$ cat src/rtl/lot_occupancy_tracker.sv
// Parking-lot occupancy tracker: saturating car count, full/empty/error flags,
// wrapping daily-entries total and a multi-cycle double-dabble BCD converter.
module lot_occupancy_tracker #(
  parameter int unsigned CAPACITY = 25,
  parameter int unsigned CW       = 5,
  parameter int unsigned TW       = 8
) (
  input  logic          clk,
  input  logic          reset,
  input  logic          enter,
  input  logic          exit,
  output logic [CW-1:0] count,
  output logic          full,
  output logic          empty,
  output logic          overflow_err,
  output logic          underflow_err,
  output logic [TW-1:0] total_entries,
  output logic [3:0]    bcd_tens,
  output logic [3:0]    bcd_ones,
  output logic          bcd_valid,
  output logic [1:0]    disp_mode
);

  localparam int unsigned DW  = 8 + CW;
  localparam int unsigned SCW = $clog2(CW + 1);
  localparam logic [CW-1:0]  CAP       = CW'(CAPACITY);
  localparam logic [SCW-1:0] LAST_STEP = SCW'(CW - 1);

  localparam logic [1:0] DISP_CLEAR  = 2'd0;
  localparam logic [1:0] DISP_NUMBER = 2'd1;
  localparam logic [1:0] DISP_FULL   = 2'd2;

  typedef enum logic [1:0] {
    IDLE  = 2'd0,
    SHIFT = 2'd1,
    LOAD  = 2'd2
  } bcd_state_e;

  // Event decode: classify this cycle's enter/exit against the current count
  logic          do_inc;
  logic          do_dec;
  logic          tot_inc;
  logic          ovf_evt;
  logic          unf_evt;
  logic          change;
  logic [CW-1:0] count_next;

  always_comb begin
    do_inc     = 1'b0;
    do_dec     = 1'b0;
    tot_inc    = 1'b0;
    ovf_evt    = 1'b0;
    unf_evt    = 1'b0;
    count_next = count;
    unique case ({enter, exit})
      2'b10: begin
        if (count != CAP) begin
          do_inc  = 1'b1;
          tot_inc = 1'b1;
        end else begin
          ovf_evt = 1'b1;
        end
      end
      2'b01: begin
        if (count != '0) do_dec = 1'b1;
        else             unf_evt = 1'b1;
      end
      2'b11: tot_inc = (count != CAP);
      default: ;
    endcase
    if (do_inc) count_next = count + CW'(1);
    if (do_dec) count_next = count - CW'(1);
  end

  assign change = do_inc | do_dec;

  // Occupancy, flags and entry total
  always_ff @(posedge clk) begin
    if (reset) begin
      count         <= '0;
      total_entries <= '0;
      full          <= 1'b0;
      empty         <= 1'b1;
      overflow_err  <= 1'b0;
      underflow_err <= 1'b0;
      disp_mode     <= DISP_CLEAR;
    end else begin
      count         <= count_next;
      if (tot_inc) total_entries <= total_entries + TW'(1);
      full          <= (count_next == CAP);
      empty         <= (count_next == '0);
      overflow_err  <= ovf_evt;
      underflow_err <= unf_evt;
      if (count_next == '0)       disp_mode <= DISP_CLEAR;
      else if (count_next == CAP) disp_mode <= DISP_FULL;
      else                        disp_mode <= DISP_NUMBER;
    end
  end

  // One double-dabble step: add 3 to any BCD nibble >= 5, then shift left
  function automatic logic [DW-1:0] dd_step(input logic [DW-1:0] v);
    logic [DW-1:0] r;
    r = v;
    if (r[DW-1 -: 4] >= 4'd5) r[DW-1 -: 4] = r[DW-1 -: 4] + 4'd3;
    if (r[DW-5 -: 4] >= 4'd5) r[DW-5 -: 4] = r[DW-5 -: 4] + 4'd3;
    return r << 1;
  endfunction

  bcd_state_e     state;
  bcd_state_e     state_next;
  logic [DW-1:0]  dd;
  logic [DW-1:0]  dd_next;
  logic [SCW-1:0] step;
  logic [SCW-1:0] step_next;
  logic [3:0]     tens_next;
  logic [3:0]     ones_next;
  logic           valid_next;

  always_ff @(posedge clk) begin
    if (reset) begin
      state     <= IDLE;
      dd        <= '0;
      step      <= '0;
      bcd_tens  <= 4'd0;
      bcd_ones  <= 4'd0;
      bcd_valid <= 1'b1;
    end else begin
      state     <= state_next;
      dd        <= dd_next;
      step      <= step_next;
      bcd_tens  <= tens_next;
      bcd_ones  <= ones_next;
      bcd_valid <= valid_next;
    end
  end

  // Any accepted change (re)starts conversion from the newest count
  always_comb begin
    state_next = state;
    dd_next    = dd;
    step_next  = step;
    tens_next  = bcd_tens;
    ones_next  = bcd_ones;
    valid_next = bcd_valid;
    if (change) begin
      state_next = SHIFT;
      dd_next    = {8'd0, count_next};
      step_next  = '0;
      valid_next = 1'b0;
    end else begin
      unique case (state)
        SHIFT: begin
          dd_next   = dd_step(dd);
          step_next = step + SCW'(1);
          if (step == LAST_STEP) state_next = LOAD;
        end
        LOAD: begin
          tens_next  = dd[DW-1 -: 4];
          ones_next  = dd[DW-5 -: 4];
          valid_next = 1'b1;
          state_next = IDLE;
        end
        default: ;
      endcase
    end
  end

endmodule

$ cat config.mk
export PLATFORM = sky130hd
export DESIGN_NAME = lot_occupancy_tracker
export DESIGN_NICKNAME = d
export VERILOG_FILES = /design/src/rtl/lot_occupancy_tracker.sv
export SDC_FILE = /design/constraint.sdc
export NUM_CORES = 1
export LEC_CHECK = 0
export CORE_ASPECT_RATIO = 1.5
export CORE_MARGIN = 1
export CORE_UTILIZATION = 50
export CTS_CLUSTER_DIAMETER = 60
export DETAILED_ROUTE_END_ITERATION = 10
export PLACE_DENSITY_LB_ADDON = 0.25
export RECOVER_POWER = 25
export SLEW_MARGIN = 30
export SYNTH_ARGS = -nofsm -noshare
export SYNTH_HDL_FRONTEND = slang
export SYNTH_SLANG_ARGS = --single-unit
$ cat constraint.sdc
create_clock -name clk -period 2.23 [get_ports clk]
set_clock_uncertainty 0.05 [all_clocks]
set_input_delay 0.669 -clock clk [delete_from_list [all_inputs] [get_ports clk]]
set_output_delay 0.669 -clock clk [all_outputs]
set_load 0.03 [all_outputs]
==> results.py, run 1 <==
metrics = {
    "status": {
        "status": "complete, no violations",
    },
    "clock_tree": {
        "cts_max_level": 2,
        "clk_latency_ns": 0.30,
        "cts_tree": "yes",
        "cts_root_buffer": "clkbuf_8",
        "cts_buffers": 5,
        "clock_path_buffers": 2,
        "clk_pin_slew_worst_paths_ns": 0.08,
        "clock_sinks": 46,
    },
    "final_layout": {
        "fill_cells": 316,
        "synthToLayoutAreaGrowth_pct": 30.4,
        "drive_gt1_share_pct": 11.9,
        "final_area_um2": 2710,
        "antenna_cells": 0,
        "final_nets": 299,
    },
    "placed_design": {
        "hpwl_um": 3050,
        "gp_congestion": 0.760,
        "port_buffers": 31,
        "placed_cell_area_um2": 2560,
    },
    "synth": {
        "yosys_warnings": 0,
        "synthTopCellsByArea": "dfxtp_1 (44%), ha_1 (6.0%), nor2_1 (5.8%)",
        "yosysMostFrequentCell": "dfxtp_1",
        "avgSynthCellArea_um2": 8.73,
        "synth-seq-cells": 46,
        "synth_area_leader_cell": "dfxtp_1",
        "async_flop_share_pct": 0,
        "ys_seq_area_share_pct": 44.3,
        "syn_inst": 238,
        "synth_ff_type": "dfxtp_1",
        "syn_area_um2": 2080,
        "syn_nets": 252,
        "synth_edf_count": 0,
        "yosysUniqueCellTypes": 37,
        "synth_top_area_share_pct": 44.3,
        "synth_top_cells_by_count": "dfxtp_1 (46), nor2_1 (32), nand2_1 (30)",
    },
    "critical_path": {
        "path_class": "flop to output port",
        "slowest_delay_ns": 0.70,
        "cp.arrival_ns": 1.43,
        "path_delay_family": "buffers and inverters",
        "cp-start-kind": "flop",
        "path_buf_inv": 1,
        "end_kind": "output port",
        "cp_max_fo": 6,
        "cp.required_ns": 1.51,
        "slowest_stage": "clkdlybuf4s50_1",
        "path_cells": "clkdlybuf4s50_1",
    },
    "die": {
        "coreArea_um2": 3960,
        "initial_core_util_pct": 52.5,
        "fp.dieH_um": 80.9,
        "rows": 28,
        "die_w_um": 54.6,
        "fp.dieArea_um2": 4420,
        "boundaryPins": 32,
    },
    "route": {
        "ant_nets": 0,
        "wl_um": 4190,
        "vias": 1773,
        "via_per_inst": 5.36,
        "drt-initial-drc-count": 34,
        "drc": 0,
        "routedWlPerCell_um": 12.6,
        "dr.pass1.iters": 4,
    },
    "global_routing": {
        "antenna_found_initial": 0,
        "grt_pass1_wl_um": 6770,
        "first_global_vias": 1615,
        "track_usage_pct": 21.2,
        "grt-ovfl-total": 0,
        "grt_max_degree": 16,
    },
    "sta": {
        "period_needed_ns": 2.15,
        "fin_crit_sh_pct": 96.5,
        "worst_slew_pin_slew_ns": 0.538,
        "max_freq_ghz": 0.465,
        "relSlewSlack_pct": 64.1,
        "finalMaxSlewViolations": 0,
        "hold_viol": 0,
        "setup_viol": 0,
        "tns_ns": 0,
    },
    "power_and_ir_drop": {
        "p_sw_uw": 693,
        "pwr-share-comb_pct": 30.9,
        "clock_power_share_pct": 26.7,
        "cellPowerDensity_nw_per_um2": 833,
        "p_leak_uw": 0.00110,
        "swShare_pct": 30.7,
        "ir_drop_mv": 0.610,
        "pwr-share-seq_pct": 42.4,
        "p_int_uw": 1560,
    },
    "min_path": {
        "worst_hold_path_type": "flop to flop",
    },
    "flow_run": {
        "cap_viol_max_count": 0,
    },
}
## metrics by stage
step	hold WS, ns	worst slack (ns)	cells	util, %	total power, µW
2_1_floorplan	0.382	0.183	238	-	1400
3_3_place_gp	0.391	-0.189	323	64.8	1620
3_5_place_dp	0.401	-0.244	323	64.8	1630
4_1_cts	0.421	0.0300	331	67.4	2220
5_1_grt	0.461	-0.00420	331	68.4	2380
6_report	0.424	0.0782	331	68.4	2260
## flip-flops by register name (all words and copies together) (netlist names), 2 cells and up
register	cells
step	3
count	5
bcd_tens	4
state	2
disp_mode	2
total_entries	8
dd	13
bcd_ones	4
## final cells by class
| class | instances | area (µm²) | area share (%) |
|---|---|---|---|
| clock inverters | 1 | 30.0 | 1.11 |
| multi-input cells | 173 | 1110 | 40.9 |
| well taps | 45 | 56.3 | 2.08 |
| repair buffers | 50 | 483 | 17.8 |
| clock buffers | 7 | 76.3 | 2.82 |
| inverters | 9 | 33.8 | 1.25 |
| flip-flops and latches | 46 | 921 | 34.0 |
## final timing paths
check,start,to,slack [ns],cells after the start
worst max-delay path,count[1]$_SDFF_PP0_,count[1],0.08,1
worst min-delay path,dd[10]$_SDFFE_PP0P_,dd[10]$_SDFFE_PP0P_,0.42,2
worst max register to register,count[0]$_SDFF_PP0_,full$_SDFF_PP0_,0.18,8
worst min register to register,dd[10]$_SDFFE_PP0P_,dd[10]$_SDFFE_PP0P_,0.42,2
## routing by layer
metal | share of wire [%] | GRT usage [%] | routed length (µm) | vias up
met4 | 2.0 | 9.23 | 85 | 0
met5 | 0 | 0 | 0 | -
met2 | 54 | 38.6 | 2250 | 44
met3 | 3.3 | 5.06 | 140 | 5
met1 | 41 | 21.7 | 1710 | 825
li1 | - | - | - | 899
## cell families (layout without fill, tap and decap cells)
family / after synthesis / count (layout) / synth area share, %
AOI/OAI and AO/OA: 41 / 41 / 12.5
xor gates and xnor gates: 13 / 13 / 5.48
adders and majority gates: 10 / 10 / 6.02
buffers and inverters: 19 / 67 / 3.92
DFF: 46 / 46 / 44.3
muxes: 7 / 7 / 3.37
and+or+nand+nor: 102 / 102 / 24.4
## repair_timing
item	CTS	global route
hold buffers	0	0
setup buffers	0	0
resized for setup	2	10
hold endpoints to repair	0	0
endpoints found under the setup margin	2	8
pin swaps	0	1
## power by group through the flow
stage | combinational [µW] | clock (µW) | sequential (µW)
floorplan | 355 | 0 | 1050
global placement | 653 | 0 | 971
detailed placement | 655 | 0 | 974
CTS | 651 | 617 | 954
global route | 767 | 649 | 966
finish | 697 | 603 | 955
## cell usage in the layout, fill, tap and decap left out, types with 5 or more instances in the layout
cell / instances
a21oi_1: 20
buf_4: 17
clkbuf_8: 5
clkdlybuf4s50_1: 26
dfxtp_1: 46
ha_1: 10
inv_1: 9
mux2i_1: 7
nand2_1: 30
nand2b_1: 7
nor2_1: 31
nor2b_1: 6
o21ai_0: 7
xnor2_1: 5
xor2_1: 7
Power figures use the tool's default switching activity.
==> run 2, diff against run 1 <==
- SLEW_MARGIN: 30 -> not set
==> results of run 2 <==
Final layout, timing and power as in run 1 (identical DEF).
==> run 3, diff against run 2 <==
- CAP_MARGIN: not set -> 20
- DONT_BUFFER_PORTS: not set -> 1
==> run 3 against run 2 <==
Via count down 12%. Global-route usage shrank 2.5 points. First-iteration DRC count is 62% lower. Cell count shrank 13%. Combinational power shrank 28%. Register-to-register slack about the same. Critical path depth up 7. Highest routed layer unchanged.
==> results.py, run 3 (same netlist as run 1, synthesis figures left out) <==
metrics = {
    "final_layout": {
        "drive_gt1_share_pct": 7.38,
        "final_util_pct": 56.7,
        "fill_cells": 385,
        "final_area_um2": 2240,
        "reg.largest.list": "dd (13), total_entries (8), count (5)",
        "synthToLayoutAreaGrowth_pct": 8.01,
        "antenna_cells": 0,
        "final_common_cell": "dfxtp_1",
        "regMostFlops": "dd",
        "largest_reg_flops": 13,
        "final_nets": 257,
        "final_cell_mix": "dfxtp_1 (46), nor2_1 (32), nand2_1 (30)",
    },
    "power_and_ir_drop": {
        "cellPowerDensity_nw_per_um2": 890,
        "p_leak_uw": 0.000860,
        "ir_drop_mv": 0.586,
        "total_power_uw": 2000,
    },
    "placed_design": {
        "gp_congestion": 0.674,
        "placed_cell_area_um2": 2150,
        "hpwl_um": 2730,
        "port_buffers": 0,
    },
    "route": {
        "routedWlPerCell_um": 13.2,
        "vias": 1562,
        "dr.pass1.iters": 4,
        "via_per_inst": 5.40,
        "drc": 0,
        "wl_um": 3810,
        "ant_nets": 0,
        "drt-initial-drc-count": 13,
    },
    "clock_tree": {
        "cts_max_level": 2,
        "clock_path_buffers": 2,
        "clock_sinks": 46,
        "clk_pin_slew_worst_paths_ns": 0.08,
        "cts_buffers": 5,
        "clk_latency_ns": 0.30,
        "cts_root_buffer": "clkbuf_8",
        "ctsHoldBuffers": 0,
        "cts_tree": "yes",
    },
    "critical_path": {
        "cp_max_fo": 4,
        "end_kind": "flop",
        "r2r_end": "full$_SDFF_PP0_",
        "path_class": "flop to flop",
        "cp.required_ns": 2.42,
        "crit_end": "full$_SDFF_PP0_",
        "reg2reg_slack_ns": 0.19,
        "worstRegToRegCells": 8,
        "cp.arrival_ns": 2.23,
        "cp-start-kind": "flop",
        "reg2reg_from": "count[1]$_SDFF_PP0_",
        "crit_start": "count[1]$_SDFF_PP0_",
    },
    "min_path": {
        "worst_hold_path_type": "primary input to flop",
        "worstHoldStart": "reset",
    },
    "global_routing": {
        "grt_pass1_wl_um": 5970,
        "grt-ovfl-total": 0,
        "track_usage_pct": 18.7,
        "antenna_found_initial": 0,
        "grt_max_degree": 34,
        "first_global_vias": 1430,
    },
    "die": {
        "die_w_um": 54.6,
        "boundaryPins": 32,
        "initial_core_util_pct": 52.5,
        "rows": 28,
        "coreArea_um2": 3960,
        "fp.dieH_um": 80.9,
        "fp.dieArea_um2": 4420,
    },
    "sta": {
        "worst_slew_pin_slew_ns": 0.598,
        "fin_crit_sh_pct": 91.5,
        "setup_viol": 0,
        "rsz0062_at_grt": "no",
        "hold_slack_ns": 0.381,
        "period_needed_ns": 2.04,
        "tns_ns": 0,
        "max_freq_ghz": 0.490,
        "relSlewSlack_pct": 60.1,
        "hold_viol": 0,
        "finalMaxSlewViolations": 0,
    },
    "status": {
        "status": "complete, no violations",
    },
    "flow_run": {
        "cap_viol_max_count": 0,
    },
}
## run 3: changes by cell type in the layout (fill, tap and decap cells not counted), moves of 2 or more
cell / previous run / this run
dlygate4sd2_1: 2 / 0
dlymetal6s2s_1: 3 / 0
buf_4: 17 / 8
clkdlybuf4s50_1: 26 / 0
buf_12: 2 / 0
## run 3: power breakdown
group          total (µW)  leakage (µW)  switching (µW)  internal, µW
Clock                 492     0.0000452             271           221
Sequential            999      0.000374             107           891
Combinational         505      0.000441             282           223
Total                2000      0.000860             661          1340
## run 3: worst min-delay path by stage
| stage | to | slack [ns] | cells past startpoint |
|---|---|---|---|
| 2_1_floorplan | dd[5]$_SDFFE_PP0P_ | 0.38 | 2 |
| 3_3_place_gp | dd[5]$_SDFFE_PP0P_ | 0.41 | 2 |
| 3_5_place_dp | dd[5]$_SDFFE_PP0P_ | 0.41 | 2 |
| 4_1_cts | total_entries[6]$_SDFFE_PP0P_ | 0.37 | 1 |
| 5_1_grt | bcd_tens[2]$_SDFFE_PP0P_ | 0.36 | 1 |
| 6_report | disp_mode[0]$_SDFF_PP0_ | 0.38 | 1 |
## run 3: per-layer routing
metal / routed length (µm) / up-vias / global-route usage, %
met1: 1660 / 713 / 18.4
met4: 69 / 0 / 8.46
met5: 0 / - / 0
met3: 139 / 7 / 5.62
met2: 1940 / 23 / 33.9
li1: - / 819 / -
## run 3: repair_timing
action                                 in CTS  in global routing
setup endpoints to repair                   0                  4
resized for setup                           0                  1
setup buffers                               0                  0
endpoints found under the hold margin       0                  0
## run 3: worst max-delay path, stage by stage (launching register included)
cell,delay [ns]
dfxtp_1,0.32
inv_1,0.09
ha_1,0.19
nor4b_4,0.32
nor2_1,0.12
a32o_1,0.23
xnor2_1,0.23
and2_1,0.24
and4_1,0.20
## run 3: final cells by class
class	instances	area, µm²	area share, %
sequential	46	921	41.0
tap	45	56.3	2.51
multi-input combinational	173	1090	48.4
timing repair buffer	8	60.1	2.68
clock buffer	6	72.6	3.23
clock inverter	2	13.8	0.613
inverter	9	33.8	1.51
## run 3: through the flow
stage                     cells  setup WS, ns
after floorplan             238         0.183
after global placement      281         0.148
after detailed placement    281         0.168
after CTS                   289         0.126
after global routing        289        0.0391
final                       289         0.189
